### src/rtl/m2_4x4_approx.sv
// -----------------------------------------------------------------------------
// m2_4x4_approx
//
// Registered 4x4 unsigned approximate multiplier, variant M2 of the low-power
// approximate recursive multiplier family.
//
// Each operand is split into 2-bit halves, giving four 2x2 sub-products:
//   LL = approx(aL, bL)   weight 1
//   HL = approx(aH, bL)   weight 4
//   LH = approx(aL, bH)   weight 4
//   HH = aH * bH (exact)  weight 16
// The approximate 2x2 cell is exact except that 3x3 gives 7 instead of 9.
// This keeps its output to 3 bits. The most-significant term stays exact
// because an error there would carry a weight of 32.
//
// Ports:
//   clk         in   1  rising-edge clock
//   rst_n       in   1  asynchronous active-low reset
//   in_valid    in   1  a/b are valid this cycle
//   a           in   4  unsigned multiplicand
//   b           in   4  unsigned multiplier
//   Y           out  8  registered approximate product
//   out_valid   out  1  Y holds the result of the previous edge's operands
//   approx_hit  out  1  (only with M2_ERR_FLAG_EN) Y differs from exact a*b
//
// Optional feature macro: M2_ERR_FLAG_EN adds the registered approx_hit flag.
//
// Handshake: the interface is valid-only, with no ready and no backpressure.
// The block accepts an operand pair on every rising edge where in_valid is 1.
// One edge later, out_valid is 1 and Y holds that pair's result.
// On an edge with in_valid=0, out_valid drops to 0 and Y (and approx_hit)
// keep their previous values.
// -----------------------------------------------------------------------------
module m2_4x4_approx (
  input  logic       clk,
  input  logic       rst_n,
  input  logic       in_valid,
  input  logic [3:0] a,
  input  logic [3:0] b,
`ifdef M2_ERR_FLAG_EN
  output logic       approx_hit,
`endif
  output logic [7:0] Y,
  output logic       out_valid
);

  // Approximate 2x2 cell: 3x3 collapses to 3'b111. Every other product fits in 3 bits.
  function automatic logic [2:0] approx_2x2(input logic [1:0] x, input logic [1:0] y);
    logic [3:0] p;
    p = {2'b00, x} * {2'b00, y};
    if (x == 2'd3 && y == 2'd3) approx_2x2 = 3'b111;
    else                        approx_2x2 = p[2:0];
  endfunction

  logic [1:0] a_l, a_h, b_l, b_h;
  logic [2:0] ll, hl, lh;
  logic [3:0] hh;
  logic [7:0] y_next;
  logic       hit_next;

  always_comb begin
    a_l = a[1:0];
    a_h = a[3:2];
    b_l = b[1:0];
    b_h = b[3:2];

    ll = approx_2x2(a_l, b_l);
    hl = approx_2x2(a_h, b_l);
    lh = approx_2x2(a_l, b_h);
    hh = {2'b00, a_h} * {2'b00, b_h};

    // The sum peaks at 207, so 8 bits never wrap.
    y_next = {hh, 4'b0000}
           + {3'b000, ({1'b0, hl} + {1'b0, lh}), 2'b00}
           + {5'b00000, ll};

    // The result is inexact exactly when one of the approximate cells saw 3x3.
    hit_next = (a_l == 2'd3 && b_l == 2'd3) ||
               (a_h == 2'd3 && b_l == 2'd3) ||
               (a_l == 2'd3 && b_h == 2'd3);
  end

  always_ff @(posedge clk or negedge rst_n) begin
    if (!rst_n) begin
      Y         <= 8'd0;
      out_valid <= 1'b0;
    end else begin
      out_valid <= in_valid;
      if (in_valid) Y <= y_next;
    end
  end

`ifdef M2_ERR_FLAG_EN
  always_ff @(posedge clk or negedge rst_n) begin
    if (!rst_n)        approx_hit <= 1'b0;
    else if (in_valid) approx_hit <= hit_next;
  end
`else
  // The flag is not built in this configuration.
  logic unused_hit;
  assign unused_hit = hit_next;
`endif

endmodule

### config.mk
export PLATFORM = sky130hd
export DESIGN_NAME = m2_4x4_approx
export DESIGN_NICKNAME = d
export VERILOG_FILES = /design/src/rtl/m2_4x4_approx.sv
export SDC_FILE = /design/constraint.sdc
export NUM_CORES = 1
export LEC_CHECK = 0
export CAP_MARGIN = 20
export CORE_UTILIZATION = 47
export DETAILED_ROUTE_END_ITERATION = 7
export MAX_ROUTING_LAYER = met4
export PLACE_DENSITY = 0.88
export SLEW_MARGIN = 20
export SYNTH_ARGS = -nofsm -noshare
export SYNTH_HDL_FRONTEND = slang
export SYNTH_SLANG_ARGS = --single-unit
export TNS_END_PERCENT = 30
### constraint.sdc
create_clock -name clk -period 1.17 [get_ports clk]
set_clock_uncertainty 0.15 [all_clocks]
set_input_delay 0.2925 -clock clk [delete_from_list [all_inputs] [get_ports clk]]
set_output_delay 0.2925 -clock clk [all_outputs]
set_load 0.005 [all_outputs]
==> flow_summary.yaml <==
run_status:
  status: "finished with violations"
  failed_checks: "setup timing"
routing:
  drc: 0
  firstDrtPassIters: 4
  wl_per_cell_um: 17.7
  drt-initial-drc-count: 21
  antenna_left: 0
  num_vias: 827
  routed_wl_um: 2480
  viasPerCell: 5.91
synth:
  netlist_instances: 84
  seq_area_frac_synth_pct: 29.0
  synth_largest_area_cell: "dfrtp_1"
  synth_warnings: 0
  yosys.area.top_type_share_pct: 29.0
  yosys_register_bits: 9
  syn_area_per_cell_sq_um: 9.24
  synth_area_sq_um: 776
  synthDistinctLibCells: 25
  synthesis.nets: 108
  synth.area.top_cells: "dfrtp_1 (29%), ha_1 (19%), and2_1 (9.7%), a21oi_1 (7.1%), mux2_2 (4.4%)"
floorplan:
  die_area_sq_um: 1820
  die_w_um: 42.6
  fp-row-count: 14
  core_sq_um: 1520
  ios: 20
  start_util_pct: 50.9
  dieHeight_um: 42.6
global_route:
  use_met2_pct: 48.2
  use_met1_pct: 35.7
  grt_max_degree: 17
  busiest_layer: "met2"
  grt_pass1_wl_um: 3860
  gr-usage-all-layers_pct: 29.3
  antenna_found_initial: 0
  grt_pass1_vias: 866
  met3_usage_pct: 5.17
  gr-total-overflow: 0
pwr:
  finalPower_mw: 1.29
  p_leak_nw: 0.597
  ir_worst_vdd_v: 0.000875
  power_density_nw_per_um2: 1030
sta:
  hold_viol_final: 0
  grt_setup_unrepaired: "true"
  worst_slack_ns: -1.34
  fmax_ghz: 0.398
  finalSetupViolations: 15
  timing.final.crit_period_ns: 2.51
  maxSlewViolCount: 0
  period_share_pct: 215
  worst_slew_pin_slew_ns: 0.219
  slew-limit-headroom_pct: 85.4
placed_design:
  place.port_buffers: 19
  place_area_sq_um: 1180
  place.detailed.hpwl_um: 1710
  gp_congestion: 0.870
  dp_slack_ns: -1.95
hold_path:
  worstHoldPathType: "primary input to asynchronous set/reset pin"
setup_path:
  cp-startpoint: "b[2]"
  cpPeakStageDelay_ns: 0.42
  r2r_start: "Y[7]"
  path_class: "primary input to flop"
  crit_path_start_kind: "primary input"
  reg2reg_to: "Y[7]"
  cp_max_fo: 4
  end_kind: "flop"
  r2r_slack_ns: 0.12
  crit_chain: "buf_6, and2_4, ha_4, a31o_4, fa_2, xor2_1, ha_1, nand4_1, a2111o_1, nand3_1"
  endpoint: "Y[7]"
  critPathTopFamily: "adder cells"
  crit_cells: 10
  slowest_stage: "a2111o_1"
  cp.required_ns: 1.22
  r2r_cells: 3
  arrival_ns: 2.56
  path_buf_inv: 1
cts:
  root_buffer: "clkbuf_4"
  worstSkewPairLatency_ns: 0.26
  htree_levels: 1
  cts_tree: "built"
  clkSlewWorstSetupHoldPaths_ns: 0.07
  cts_buffers: 3
  clockBufferDepth: 2
  clock-sinks: 9
cells_and_area:
  multi_input_area_sq_um: 687
  diodes: 0
  layout-drive-gt1-share_pct: 54.8
  syn_to_final_growth_pct: 61.8
  fill_cells: 75
  regArea_sq_um: 225
  fin_area_sq_um: 1250
  fin_nets: 149
flow_run:
  cap_violations: 0
==> cells in the mapped netlist <==
cell       number
and2_1         12
ha_1           12
a21oi_1        11
dfrtp_1         9
inv_1           4
nor2_1          4
a31oi_1         3
mux2_2          3
nand2_1         3
nand3_1         3
a21o_1          2
a31o_2          2
nand4_1         2
nor2b_1         2
xnor2_1         2
a2111o_1        1
a41oi_1         1
buf_2           1
buf_4           1
fa_1            1
inv_2           1
o2111ai_1       1
o21ai_0         1
or4_1           1
xor2_1          1
==> layout by cell type (no fill, tap or decap), types with 3 or more instances in the layout <==
cell	instances
ha_1	5
buf_2	8
nand2_1	3
inv_1	4
and2_1	4
nand3_1	3
buf_4	16
clkbuf_4	3
ha_4	7
a21oi_2	4
a21oi_1	7
dfrtp_1	9
clkbuf_2	6
and2_4	8
nor2_1	4
buf_6	6
==> cell families after synthesis <==
group	synth area share (%)
DFF	29.0
AOI/OAI and AO/OA	18.1
buffers and inverters	4.03
and+or+nand+nor	19.2
muxes	4.35
adders and majority gates	21.9
xor gates and xnor gates	3.39
==> through the flow <==
step	util [%]	hold WS, ns	TNS, ns	std cells
final	82.3	0.187	-6.73	140
after global routing	82.3	0.199	-7.22	140
after CTS	81.5	0.186	-7.24	139
after detailed placement	77.3	0.350	-12.10	134
after global placement	77.3	0.340	-11.45	134
after floorplan	-	-0.153	-6.51	84
==> state kept, by name, indices dropped and copies added (netlist names) <==
signal     count
Y              8
out_valid      1
==> report_power, final <==
group	internal, mW	total, mW	leakage (nW)	switching, mW
sequential	0.371	0.406	0.110	0.0358
combinational	0.350	0.634	0.473	0.285
clock	0.132	0.248	0.0150	0.116
==> worst min path at each step <==
stage	startpoint	endpoint	slack, ns	depth (start not counted)
global route	rst_n	Y[4]	0.20	2
floorplan	rst_n	Y[0]	-0.15	0
finish	rst_n	Y[4]	0.19	2
CTS	rst_n	out_valid	0.19	2
global placement	Y[5]	Y[5]	0.34	1
detailed placement	Y[3]	Y[3]	0.35	1
==> layer usage <==
metal / share of wire [%] / wire, um / up-vias
met3: 5.0 / 123 / 4
met4: 1.5 / 37 / 0
li1: - / - / 384
met1: 42 / 1040 / 396
met5: 0 / 0 / -
met2: 52 / 1280 / 43
==> worst register-to-register path, stage by stage, from the launching register on <==
cell     delay (ns)
dfrtp_1        0.37
nor2b_1        0.13
a31oi_1        0.17
nand3_1        0.11
==> cell type report <==
type,instances,share of cell area [%]
well taps,16,1.60
multi-input cells,68,54.7
flip-flops and latches,9,17.9
inverters,5,1.50
clock buffers,4,2.09
repair buffers,38,22.1
==> timing repair <==
item                       4_1_cts  5_1_grt
resized for setup               73       12
hold buffers                     0        0
setup endpoints to repair       16       17
setup buffers                    2        1
pin swaps                       16        7
Note: power is estimated with default switching activity, not from simulation.
